$ cat src/rtl/rv32i_types.sv
// rv32i_types: shared widths and the CDB / reservation-station entry types.
package rv32i_types;
  localparam int ROB_W = 5;
  localparam int XLEN = 32;
  localparam int PAYLOAD_W = 64;
  localparam int AGE_W = 4;
  typedef struct packed {
    logic valid;
    logic [ROB_W-1:0] tag;
    logic [XLEN-1:0] data;
  } cdb_t;
  typedef struct packed {
    logic ready;
    logic [ROB_W-1:0] tag;
    logic [XLEN-1:0] data;
  } rs_src_t;
  typedef struct packed {
    logic valid;
    logic [PAYLOAD_W-1:0] payload;
    logic [ROB_W-1:0] rd_tag;
    rs_src_t rs1;
    rs_src_t rs2;
    logic [AGE_W-1:0] age;
  } rs_entry_t;
endpackage

$ cat src/rtl/rs_if.sv
// rs_if: dispatch, wakeup broadcast and issue signals of the reservation station.
interface rs_if #(
  parameter int DEPTH = 4,
  parameter int NUM_CDB = 2,
  parameter int ROB_IDX_WIDTH = 5,
  parameter int DATA_WIDTH = 32,
  parameter int PAYLOAD_WIDTH = 64
);
  logic flush;
  logic dispatch_valid;
  logic dispatch_ready;
  logic [PAYLOAD_WIDTH-1:0] dispatch_payload;
  logic [ROB_IDX_WIDTH-1:0] dispatch_rd_tag;
  logic dispatch_rs1_ready;
  logic [ROB_IDX_WIDTH-1:0] dispatch_rs1_tag;
  logic [DATA_WIDTH-1:0] dispatch_rs1_data;
  logic dispatch_rs2_ready;
  logic [ROB_IDX_WIDTH-1:0] dispatch_rs2_tag;
  logic [DATA_WIDTH-1:0] dispatch_rs2_data;
  logic [NUM_CDB-1:0] cdb_valid;
  logic [NUM_CDB-1:0][ROB_IDX_WIDTH-1:0] cdb_tag;
  logic [NUM_CDB-1:0][DATA_WIDTH-1:0] cdb_data;
  logic issue_valid;
  logic issue_ready;
  logic [PAYLOAD_WIDTH-1:0] issue_payload;
  logic [ROB_IDX_WIDTH-1:0] issue_rd_tag;
  logic [DATA_WIDTH-1:0] issue_rs1_data;
  logic [DATA_WIDTH-1:0] issue_rs2_data;
  logic [$clog2(DEPTH):0] occupancy;
  modport master (
    output flush, dispatch_valid, dispatch_payload, dispatch_rd_tag,
           dispatch_rs1_ready, dispatch_rs1_tag, dispatch_rs1_data,
           dispatch_rs2_ready, dispatch_rs2_tag, dispatch_rs2_data,
           cdb_valid, cdb_tag, cdb_data, issue_ready,
    input  dispatch_ready, issue_valid, issue_payload, issue_rd_tag,
           issue_rs1_data, issue_rs2_data, occupancy
  );
  modport slave (
    input  flush, dispatch_valid, dispatch_payload, dispatch_rd_tag,
           dispatch_rs1_ready, dispatch_rs1_tag, dispatch_rs1_data,
           dispatch_rs2_ready, dispatch_rs2_tag, dispatch_rs2_data,
           cdb_valid, cdb_tag, cdb_data, issue_ready,
    output dispatch_ready, issue_valid, issue_payload, issue_rd_tag,
           issue_rs1_data, issue_rs2_data, occupancy
  );
endinterface

$ cat src/rtl/rs_oldest_select.sv
// rs_oldest_select: one-hot grant of the eligible entry with the largest (oldest) age.
module rs_oldest_select
  import rv32i_types::*;
#(
  parameter int DEPTH = 4
) (
  input  logic [DEPTH-1:0] i_elig,
  input  logic [DEPTH-1:0][AGE_W-1:0] i_age,
  output logic [DEPTH-1:0] o_grant,
  output logic o_valid
);
  always_comb begin
    o_grant = i_elig;
    for (int i = 0; i < DEPTH; i++)
      for (int j = 0; j < DEPTH; j++)
        if (i_elig[j] && i_age[j] > i_age[i]) o_grant[i] = 1'b0;
  end
  assign o_valid = |i_elig;
endmodule

$ cat src/rtl/rs_array.sv
// rs_array: reservation station with tag wakeup, dispatch bypass and oldest-ready issue.
module rs_array
  import rv32i_types::*;
#(
  parameter int DEPTH = 4,
  parameter int NUM_CDB = 2,
  parameter int ROB_IDX_WIDTH = ROB_W,
  parameter int DATA_WIDTH = XLEN,
  parameter int PAYLOAD_WIDTH = PAYLOAD_W
) (
  input logic clk,
  input logic rst,
  rs_if.slave bus
);
  localparam int IDX_W = $clog2(DEPTH);
  localparam int CNT_W = IDX_W + 1;
  rs_entry_t [DEPTH-1:0] r_ent, w_nxt;
  cdb_t [NUM_CDB-1:0] w_cdb;
  logic [DEPTH-1:0] w_elig, w_grant;
  logic [DEPTH-1:0][AGE_W-1:0] w_age;
  logic w_any, w_disp, w_iss_fire;
  logic [IDX_W-1:0] w_free;
  logic [CNT_W-1:0] w_occ;
  logic [PAYLOAD_WIDTH-1:0] w_iss_payload;
  logic [ROB_IDX_WIDTH-1:0] w_iss_rd;
  logic [DATA_WIDTH-1:0] w_iss_d1, w_iss_d2;
  logic [AGE_W-1:0] w_iss_age;
  // Lowest CDB port wins: it is applied last while scanning downward.
  function automatic rs_src_t wake(rs_src_t s, cdb_t [NUM_CDB-1:0] c);
    wake = s;
    for (int p = NUM_CDB - 1; p >= 0; p--)
      if (!s.ready && c[p].valid && c[p].tag == s.tag) wake = '{1'b1, s.tag, c[p].data};
  endfunction
  for (genvar g = 0; g < NUM_CDB; g++) begin : g_cdb
    assign w_cdb[g] = {bus.cdb_valid[g], bus.cdb_tag[g], bus.cdb_data[g]};
  end
  for (genvar e = 0; e < DEPTH; e++) begin : g_elig
    assign w_elig[e] = r_ent[e].valid & r_ent[e].rs1.ready & r_ent[e].rs2.ready;
    assign w_age[e] = r_ent[e].age;
  end
  rs_oldest_select #(.DEPTH(DEPTH)) u_sel (
    .i_elig(w_elig), .i_age(w_age), .o_grant(w_grant), .o_valid(w_any)
  );
  always_comb begin
    w_free = '0;
    w_occ = '0;
    w_iss_payload = '0;
    w_iss_rd = '0;
    w_iss_d1 = '0;
    w_iss_d2 = '0;
    w_iss_age = '0;
    for (int i = DEPTH - 1; i >= 0; i--) begin
      w_free = !r_ent[i].valid ? IDX_W'(i) : w_free;
      w_occ = w_occ + CNT_W'(r_ent[i].valid);
      if (w_grant[i]) begin
        w_iss_payload = r_ent[i].payload;
        w_iss_rd = r_ent[i].rd_tag;
        w_iss_d1 = r_ent[i].rs1.data;
        w_iss_d2 = r_ent[i].rs2.data;
        w_iss_age = r_ent[i].age;
      end
    end
  end
  assign bus.dispatch_ready = w_occ < CNT_W'(DEPTH);
  assign bus.occupancy = w_occ;
  assign bus.issue_valid = w_any;
  assign bus.issue_payload = w_iss_payload;
  assign bus.issue_rd_tag = w_iss_rd;
  assign bus.issue_rs1_data = w_iss_d1;
  assign bus.issue_rs2_data = w_iss_d2;
  assign w_disp = bus.dispatch_valid & bus.dispatch_ready;
  assign w_iss_fire = w_any & bus.issue_ready;
  // Ages form a dense 0..n-1 ranking; entries older than an issued one close the gap.
  always_comb begin
    w_nxt = r_ent;
    for (int i = 0; i < DEPTH; i++)
      if (r_ent[i].valid) begin
        w_nxt[i].rs1 = wake(r_ent[i].rs1, w_cdb);
        w_nxt[i].rs2 = wake(r_ent[i].rs2, w_cdb);
        w_nxt[i].age = r_ent[i].age + AGE_W'(w_disp) - AGE_W'(w_iss_fire && w_iss_age < r_ent[i].age);
        w_nxt[i].valid = !(w_iss_fire && w_grant[i]);
      end
    if (w_disp)
      w_nxt[w_free] = '{1'b1, bus.dispatch_payload, bus.dispatch_rd_tag,
        wake(rs_src_t'{bus.dispatch_rs1_ready, bus.dispatch_rs1_tag, bus.dispatch_rs1_data}, w_cdb),
        wake(rs_src_t'{bus.dispatch_rs2_ready, bus.dispatch_rs2_tag, bus.dispatch_rs2_data}, w_cdb),
        AGE_W'(0)};
  end
  always_ff @(posedge clk or posedge rst)
    if (rst) r_ent <= '0;
    else if (bus.flush) r_ent <= '0;
    else r_ent <= w_nxt;
endmodule
$ cat src/flat_wrapper.sv
// flat-port wrapper written by rule: the top's interface ports become plain ports
module rs_array_flat import rv32i_types::*;
#(
  parameter int DEPTH = 4,
  parameter int NUM_CDB = 2,
  parameter int ROB_IDX_WIDTH = ROB_W,
  parameter int DATA_WIDTH = XLEN,
  parameter int PAYLOAD_WIDTH = PAYLOAD_W
)
  (clk, rst, bus_flush, bus_dispatch_valid, bus_dispatch_payload, bus_dispatch_rd_tag, bus_dispatch_rs1_ready, bus_dispatch_rs1_tag, bus_dispatch_rs1_data, bus_dispatch_rs2_ready, bus_dispatch_rs2_tag, bus_dispatch_rs2_data, bus_cdb_valid, bus_cdb_tag, bus_cdb_data, bus_issue_ready, bus_dispatch_ready, bus_issue_valid, bus_issue_payload, bus_issue_rd_tag, bus_issue_rs1_data, bus_issue_rs2_data, bus_occupancy);
  rs_if #(.DEPTH(DEPTH), .NUM_CDB(NUM_CDB), .ROB_IDX_WIDTH(ROB_IDX_WIDTH), .DATA_WIDTH(DATA_WIDTH), .PAYLOAD_WIDTH(PAYLOAD_WIDTH)) bus_i ();
  input logic clk;
  input logic rst;
  input wire logic [$bits(bus_i.flush)-1:0] bus_flush;
  input wire logic [$bits(bus_i.dispatch_valid)-1:0] bus_dispatch_valid;
  input wire logic [$bits(bus_i.dispatch_payload)-1:0] bus_dispatch_payload;
  input wire logic [$bits(bus_i.dispatch_rd_tag)-1:0] bus_dispatch_rd_tag;
  input wire logic [$bits(bus_i.dispatch_rs1_ready)-1:0] bus_dispatch_rs1_ready;
  input wire logic [$bits(bus_i.dispatch_rs1_tag)-1:0] bus_dispatch_rs1_tag;
  input wire logic [$bits(bus_i.dispatch_rs1_data)-1:0] bus_dispatch_rs1_data;
  input wire logic [$bits(bus_i.dispatch_rs2_ready)-1:0] bus_dispatch_rs2_ready;
  input wire logic [$bits(bus_i.dispatch_rs2_tag)-1:0] bus_dispatch_rs2_tag;
  input wire logic [$bits(bus_i.dispatch_rs2_data)-1:0] bus_dispatch_rs2_data;
  input wire logic [$bits(bus_i.cdb_valid)-1:0] bus_cdb_valid;
  input wire logic [$bits(bus_i.cdb_tag)-1:0] bus_cdb_tag;
  input wire logic [$bits(bus_i.cdb_data)-1:0] bus_cdb_data;
  input wire logic [$bits(bus_i.issue_ready)-1:0] bus_issue_ready;
  output wire logic [$bits(bus_i.dispatch_ready)-1:0] bus_dispatch_ready;
  output wire logic [$bits(bus_i.issue_valid)-1:0] bus_issue_valid;
  output wire logic [$bits(bus_i.issue_payload)-1:0] bus_issue_payload;
  output wire logic [$bits(bus_i.issue_rd_tag)-1:0] bus_issue_rd_tag;
  output wire logic [$bits(bus_i.issue_rs1_data)-1:0] bus_issue_rs1_data;
  output wire logic [$bits(bus_i.issue_rs2_data)-1:0] bus_issue_rs2_data;
  output wire logic [$bits(bus_i.occupancy)-1:0] bus_occupancy;
  assign bus_i.flush = bus_flush;
  assign bus_i.dispatch_valid = bus_dispatch_valid;
  assign bus_i.dispatch_payload = bus_dispatch_payload;
  assign bus_i.dispatch_rd_tag = bus_dispatch_rd_tag;
  assign bus_i.dispatch_rs1_ready = bus_dispatch_rs1_ready;
  assign bus_i.dispatch_rs1_tag = bus_dispatch_rs1_tag;
  assign bus_i.dispatch_rs1_data = bus_dispatch_rs1_data;
  assign bus_i.dispatch_rs2_ready = bus_dispatch_rs2_ready;
  assign bus_i.dispatch_rs2_tag = bus_dispatch_rs2_tag;
  assign bus_i.dispatch_rs2_data = bus_dispatch_rs2_data;
  assign bus_i.cdb_valid = bus_cdb_valid;
  assign bus_i.cdb_tag = bus_cdb_tag;
  assign bus_i.cdb_data = bus_cdb_data;
  assign bus_i.issue_ready = bus_issue_ready;
  assign bus_dispatch_ready = bus_i.dispatch_ready;
  assign bus_issue_valid = bus_i.issue_valid;
  assign bus_issue_payload = bus_i.issue_payload;
  assign bus_issue_rd_tag = bus_i.issue_rd_tag;
  assign bus_issue_rs1_data = bus_i.issue_rs1_data;
  assign bus_issue_rs2_data = bus_i.issue_rs2_data;
  assign bus_occupancy = bus_i.occupancy;
  rs_array #(.DEPTH(DEPTH), .NUM_CDB(NUM_CDB), .ROB_IDX_WIDTH(ROB_IDX_WIDTH), .DATA_WIDTH(DATA_WIDTH), .PAYLOAD_WIDTH(PAYLOAD_WIDTH)) u_core (.clk(clk), .rst(rst), .bus(bus_i));
endmodule
$ cat config.mk
export PLATFORM = sky130hd
export DESIGN_NAME = rs_array_flat
export DESIGN_NICKNAME = d
export VERILOG_FILES = /design/src/rtl/rv32i_types.sv /design/src/rtl/rs_if.sv /design/src/rtl/rs_oldest_select.sv /design/src/rtl/rs_array.sv /design/src/flat_wrapper.sv
export SDC_FILE = /design/constraint.sdc
export NUM_CORES = 2
export LEC_CHECK = 0
export CORE_MARGIN = 4
export CORE_UTILIZATION = 40
export DETAILED_ROUTE_END_ITERATION = 10
export HOLD_SLACK_MARGIN = 0.15
export PLACE_DENSITY = 0.68
export RECOVER_POWER = 100
export SLEW_MARGIN = 40
export SYNTH_ARGS = -nofsm -noshare
export SYNTH_HDL_FRONTEND = slang
export SYNTH_SLANG_ARGS = --single-unit
$ cat constraint.sdc
create_clock -name clk -period 18.3 [get_ports clk]
set_input_delay 1.83 -clock clk [delete_from_list [all_inputs] [get_ports clk]]
set_output_delay 1.83 -clock clk [all_outputs]
set_load 0.01 [all_outputs]
Word level (Yosys, flattened, before mapping)
Cells that the tools add are included.
Widths: inputs -> output; s select.
- flip-flop bits (word level): 600
- latch bits: 0
- memory bits (writable): 0
- memory bits (read-only): 0
- bits of input ports: 226
- output and inout port bits: 138
- logic and storage cells: 260
- memories kept: 0
- add/subtract/negate cells: 11
- $mul: 0
- div/mod/pow operators: 0
- magnitude comparators: 23
- equal/unequal tests: 20
- shift-type cells: 0
- mux-type cells: 75
- bitwise operators: 10
- reduce and logical (&&, ||, !) cells: 81
- operators with widths (cell ; number):
    $mux 600 ; 2
    $mux 38 ; 22
    $bwmux 600 ; 1
    $mux 80 ; 4
    $demux 150 s2 ; 1
    $mux 32 ; 8
    $mux 64 ; 4
    $mux 150 ; 1
    $eq 5x5->1 ; 20
    $logic_and 1x1->1 ; 65
    $gt 4x4->1 ; 16
    $mux 1 ; 20
    $mux 5 ; 4
    $add 4x1->4 ; 4
    $lt 4x4->1 ; 4
    $mux 4 ; 4
    $sub 4x1->4 ; 4
    $logic_not 1->1 ; 14
    $and 1x1->1 ; 10
    $mux 2 ; 4
    $add 3x1->3 ; 2
    $reduce_or 4->1 ; 1
    $lt 2x3->1 const B ; 1
    $lt 3x3->1 const B ; 1
    other kinds (3) ; 3

Longest topological paths before layout
- word-level depth: 18
- depth in mapped cells: 24
- mapped depth without buffers: 22

By module
Synthesis repeated with hierarchy kept, for this count alone.
- cells, all modules: 4222
- area total of the unflattened synthesis: 35278.8 sq um
- by module, submodules not included (module ; instances ; cells each ; area an instance (sq um) ; seq. area each (sq um)):
    rs_array ; 1 ; 4138 ; 34625.7 ; 15014.4
    rs_oldest_select ; 1 ; 84 ; 653.1 ; 0.0

Least setup slack after synthesis
OpenSTA, ideal clock, no wires.
- path type: register -> register
- start: register u_core.r_ent[451] (netlist name)
- end: register u_core.r_ent[2] (netlist name)
- setup time: 125 ps
- data arrival time: 4832 ps
- slack: 13343 ps
- stages on the path, launching flop included: 23
- path buffers: 2
- period minus slack after synthesis: 4957 ps
- cell sequence: dfrtp_1 > inv_1 > ha_1 > nor2b_1 > o211ai_1 > a21oi_1 > or4_4 > nor2_4 > buf_4 > buf_4 > a221oi_1 > o22ai_1 > ha_1 > a2111oi_0 > o21ai_0 > a311oi_1 > ha_1 > inv_1 > ha_1 > fa_1 > xor2_1 > nor2_1 > a2111oi_0
- longest elaborated chain between the ends: 17
- elaborated cells on any way between the ends: 32
- those cells by class: 1 x add/sub; 8 x order compare; 15 x mux; 8 x reduce/logical
- ends and longest elaborated chain (what ; RTL line ; source):
    from (decl) ; rs_array.sv:17 ; rs_entry_t [DEPTH-1:0] r_ent, w_nxt;
    from (signal assigned) ; rs_array.sv:92 ; else r_ent <= w_nxt;
    $gt 4x4->1 ; rs_oldest_select.sv:16 ; if (i_elig[j] && i_age[j] > i_age[i]) o_grant[i] = 1'b0;
    $logic_and 1x1->1 ; rs_oldest_select.sv:16 ;
    $mux 1 (4 in a row) ; rs_oldest_select.sv:16 ;
    $mux 4 (3 in a row) ; rs_array.sv:55 ; if (w_grant[i]) begin
    $mux 4 * ; rs_array.sv:55 ;
    $lt 4x4->1 * ; rs_array.sv:80 ; w_nxt[i].age = r_ent[i].age + AGE_W'(w_disp) - AGE_W'(w_iss_fire && w_iss_age < r_ent[i].age);
    $logic_and 1x1->1 * ; rs_array.sv:80 ;
    $sub 4x1->4 * ; rs_array.sv:80 ;
    $mux 80 * ; rs_array.sv:77 ; if (r_ent[i].valid) begin
    $bwmux 600 ; rs_array.sv:84 ; w_nxt[w_free] = '{1'b1, bus.dispatch_payload, bus.dispatch_rd_tag,
    $mux 600 * ; rs_array.sv:83 ; if (w_disp)
    $mux 600 * ; rs_array.sv:91 ; else if (bus.flush) r_ent <= '0;
Mark *: on every way between the ends. The rest lies on a longest branch, timed or not. The select of a mux whose other input is x is not followed.
A chain may end at the register's enable or synchronous reset.

Final worst setup path
- start: register u_core.r_ent[599] (netlist name)
- end: register u_core.r_ent[79] (netlist name)
- longest elaborated chain between the ends: 11
- elaborated cells on any way between the ends: 17
- those cells by class: 3 x add/sub; 3 x order compare; 9 x mux; 1 x bitwise; 1 x reduce/logical
- ends and longest elaborated chain (what ; RTL line):
    branches (longest 9 deep; another with $add 3x1->3) ; -
    $mux 600 * ; rs_array.sv:83
    $mux 600 * ; rs_array.sv:91
Mark *: on every way between the ends. The select of a mux whose other input is x is not followed.

==> flow_results.org <==
** Timing
- WHS :: just over 500 ps
- For the pin with the worst max-slew slack, the measured transition is around 4900 ps.
- Counting I/O delays and the setup requirement, the final critical path takes around 12000 ps.
- Setup violations remaining at the end of the flow were counted as 0.
- The number of hold violations in the final report came to 0.
- After routing, the total negative slack on setup checks comes to 0 ps.
- The worst path uses between 60% and 70% of the clock period.
- Largest clock skew in the final design :: about 27 ps
- Static timing analysis puts the maximum clock frequency at a little over 80 MHz.
- Max-slew violations :: approximately 1500
- Setup repair after global routing left no endpoint under its margin.
- Relative slew slack :: -228%

** Yosys
- Area contributors post-synth :: sky130_fd_sc_hd__dfrtp_1 (42%), sky130_fd_sc_hd__nand2_1 (11%), sky130_fd_sc_hd__a21oi_1 (8.8%)
- Netlist area before placement :: about 36000 um^2
- Area share of the largest cell type after synthesis :: 42.2%
- Post-Synthesis Cells :: approximately 4300
- Flip-flop cell with the highest count after synthesis :: sky130_fd_sc_hd__dfrtp_1
- The Yosys step of the flow raised 0 warnings.
- After synthesis, the share of flip-flops with an asynchronous set or reset is 100%.
- Sequential element share of the synthesized area :: between 40% and 50%
- Synthesized netlist net count :: between 4000 and 5000
- After synthesis the netlist holds a flip-flop and latch count of 600.
- Dividing the synthesized area by the synthesized cell count gives a little over 8 um^2.
- The netlist uses 57 different library cells.
- Library cell with the largest summed area after synthesis :: sky130_fd_sc_hd__dfrtp_1
- Yosys mapped a number of flops with a built-in enable equal to 0.

** CTS
- After clock tree synthesis, the flow added hold-fix buffers numbering 0.
- Clock latency reported for the late side of the worst-skew pair :: around 620 ps
- After clock tree synthesis, the clock-pin slew on the worst setup and hold paths is approximately 60 ps.
- CTS H-tree depth :: 3
- Buffers inserted by post-CTS timing repair :: 0
- No sink is reached through more buffers than the 3 on the longest clock path.
- The clock drives 600 sinks.
- Number of gates resized after CTS :: 0
- Buffers inserted during clock tree synthesis total a little over 70.
- The root buffer cell chosen for the clock tree is sky130_fd_sc_hd__clkbuf_16.
- Clock tree from TritonCTS :: done

** Floorplanning
- Std cell rows :: 109
- ~360 I/O pins were placed.
- Overall die width :: between 300 and 400 um
- The die is between 300 and 400 um tall.
- The die covers 93800 um^2.
- Initial cell density of the core :: approximately 40%
- The total area inside the core boundary comes to roughly 88000 um^2.

** Route
- Detail Route Antenna Nets :: 0
- The first routing iteration left approximately 4400 violations.
- Dividing the detail-routed via count by the number of cells gives roughly 6.4.
- After detailed routing, the number of remaining DRC violations is 0.
- Dividing the detail-routed wire length by the instance count gives ~26 um.
- Routed wire length :: around 150000 um
- DRT Pass-1 Iters :: 6
- The routed layout has around 36000 vias.

** Power and ir drop
- Share of total power in combinational logic :: approximately 11%
- Power spread over the standard cell area amounts to 75.6 nW/um^2.
- The analysis attributes to net switching a power of between 0.0008 and 0.0009 W.
- Internal power :: roughly 0.0023 W
- In this run the static leakage power is 16.7 nW.
- Register share of total power :: 43.8%
- The clock network is responsible for 45.0% of the overall power.
- Net switching is 27.3% of the power.
- IR analysis of the VDD net gives a maximum drop of around 0.054 mV.

** Critical path
- The setup path with the least slack is of type flop to flop.
- STA classifies the critical path startpoint as a flop.
- STA puts the critical path data required time at between 15000 and 20000 ps.
- Data arrives at the worst endpoint at 12690 ps.
- The worst setup path is captured at a flop.
- Max FO, Critical Path :: 55

** Outcome
- Violated checks :: capacitance limit, slew limit
- The flow ran to the end, but the final reports show violations.

** Cells and area
- Leaving out fill and tap cells, the most frequent cell in the layout is sky130_fd_sc_hd__nand2_1.
- Relative area change from synthesis to final layout :: 17.7%
- The register with the most flip-flops in the layout has 600 of them.
- Cells with a size suffix above 1 make up between 4 and 5% of the layout.
- Nets :: between 4000 and 5000
- Largest registers in the final layout :: u_core.r_ent (600)
- Register bank with the most flops :: u_core.r_ent
- Leaving out fill and tap cells, the most frequent cells in the layout are sky130_fd_sc_hd__nand2_1 (1039), sky130_fd_sc_hd__a21oi_1 (624), sky130_fd_sc_hd__dfrtp_1 (599), sky130_fd_sc_hd__o21ai_0 (305), sky130_fd_sc_hd__clkdlybuf4s50_1 (260).

** Placed design
- Placer Congestion :: slightly below 0.9
- Detailed placement finished with a half-perimeter wire length of 83800 um.
- During placement, the flow inserted port buffers numbering 363.

** Global routing
- Combined global-route utilization of all metal layers :: between 20 and 30%
- Number of antenna violations at the first check in global routing :: 30
- Pin count of the biggest net entering global routing :: between 100 and 150
- The via count of the first global-routing pass is 35200.
- GR Overflow Total :: 0
- Global-route wire length before repair :: about 220000 um

** Run
- Max-cap violations in this run came to 28.

** Hold path
- Path type of the worst min-delay path :: flop to flop
==> routing by layer <==
| metal | vias up | track usage, % | part of all wire [%] |
|---|---|---|---|
| met1 | 17300 | 40.0 | 40 |
| li1 | 15600 | - | - |
| met5 | - | 0 | 0.12 |
| met2 | 2225 | 46.3 | 45 |
| met4 | 24 | 12.4 | 4.2 |
| met3 | 444 | 7.88 | 11 |
==> final cells by class <==
class	instances	area [um^2]
clock buffer	103	2070
sequential	600	15000
tap	1165	1460
timing repair buffer	445	4390
inverter	34	134
clock inverter	24	238
multi-input combinational	3198	18500
antenna	18	45.0
fill	8573	46500
==> worst max-delay path, cell delays in order (launching register included) <==
cell	delay [ps]
sky130_fd_sc_hd__dfrtp_2	350
sky130_fd_sc_hd__clkbuf_1	2140
sky130_fd_sc_hd__clkinv_1	260
sky130_fd_sc_hd__clkbuf_1	1070
sky130_fd_sc_hd__ha_1	710
sky130_fd_sc_hd__inv_1	70
sky130_fd_sc_hd__fa_1	370
sky130_fd_sc_hd__ha_1	260
sky130_fd_sc_hd__nor2b_1	610
sky130_fd_sc_hd__and2_0	1600
sky130_fd_sc_hd__clkbuf_1	1600
sky130_fd_sc_hd__clkbuf_1	2490
sky130_fd_sc_hd__nor3_1	110
sky130_fd_sc_hd__a211oi_1	350
==> cells in the mapped netlist (11+ instances only) <==
cell and number:
sky130_fd_sc_hd__o21ai_0 271, sky130_fd_sc_hd__o22a_1 160, sky130_fd_sc_hd__a221oi_1 170, sky130_fd_sc_hd__o221ai_1 161
sky130_fd_sc_hd__dfrtp_1 600, sky130_fd_sc_hd__buf_1 32, sky130_fd_sc_hd__nor3_1 84, sky130_fd_sc_hd__nand4b_1 14
sky130_fd_sc_hd__o21ai_1 39, sky130_fd_sc_hd__nor4_1 20, sky130_fd_sc_hd__xor2_1 88, sky130_fd_sc_hd__xnor2_1 21
sky130_fd_sc_hd__nor2_1 146, sky130_fd_sc_hd__a22o_1 32, sky130_fd_sc_hd__inv_1 30, sky130_fd_sc_hd__clkbuf_1 357
sky130_fd_sc_hd__mux2i_1 104, sky130_fd_sc_hd__buf_4 21, sky130_fd_sc_hd__nand3_1 11, sky130_fd_sc_hd__ha_1 55
sky130_fd_sc_hd__a21oi_1 625, sky130_fd_sc_hd__buf_2 86, sky130_fd_sc_hd__o211ai_1 69, sky130_fd_sc_hd__nand2_1 1039
==> worst paths after layout <==
kind | end | startpoint | slack, ps | cells after the start
setup / recovery | u_core.r_ent[79] | u_core.r_ent[599] | 6090 | 13
hold / removal | u_core.r_ent[261] | u_core.r_ent[261] | 520 | 2
setup reg to reg | u_core.r_ent[79] | u_core.r_ent[599] | 6090 | 13
hold reg to reg | u_core.r_ent[261] | u_core.r_ent[261] | 520 | 2
max in group asynchronous | u_core.r_ent[387] | rst | 7750 | 5
min in group asynchronous | u_core.r_ent[261] | rst | 2860 | 3
==> per-stage QoR <==
step	total power, W	std cells	utilization (%)	instance area, um^2	setup slack, ps
2_1_floorplan	0.00161	4328	-	35600	8290
3_3_place_gp	0.00175	5426	44.5	39400	11100
3_5_place_dp	0.00176	5440	45.0	39800	12070
4_1_cts	0.00318	5567	47.6	42100	11410
5_1_grt	0.00327	5577	47.4	41900	5630
6_report	0.00317	5587	47.4	41900	6090
==> cell families (layout without fill, tap and decap cells) <==
kind of cell               Yosys count  after routing  share of synthesized area (%)
adders and majority gates           60             60                           2.21
other                                0             18                              0
AOI/OAI and AO/OA                 1573           1573                           28.5
and+or+nand+nor                   1352           1352                           15.4
DFF                                600            600                           42.2
xor gates and xnor gates           109            109                           2.68
buffers and inverters              530            606                           6.11
muxes                              104            104                           2.92
==> power by group through the flow <==
stage / Sequential, W / Combinational, W / Clock [W]
4_1_cts: 0.00139 / 0.000351 / 0.00144
5_1_grt: 0.00139 / 0.000381 / 0.00150
2_1_floorplan: 0.00141 / 0.000202 / 0
3_3_place_gp: 0.00141 / 0.000340 / 0
3_5_place_dp: 0.00141 / 0.000350 / 0
6_report: 0.00139 / 0.000355 / 0.00142
No activity file was read; power rests on OpenSTA's default activity.
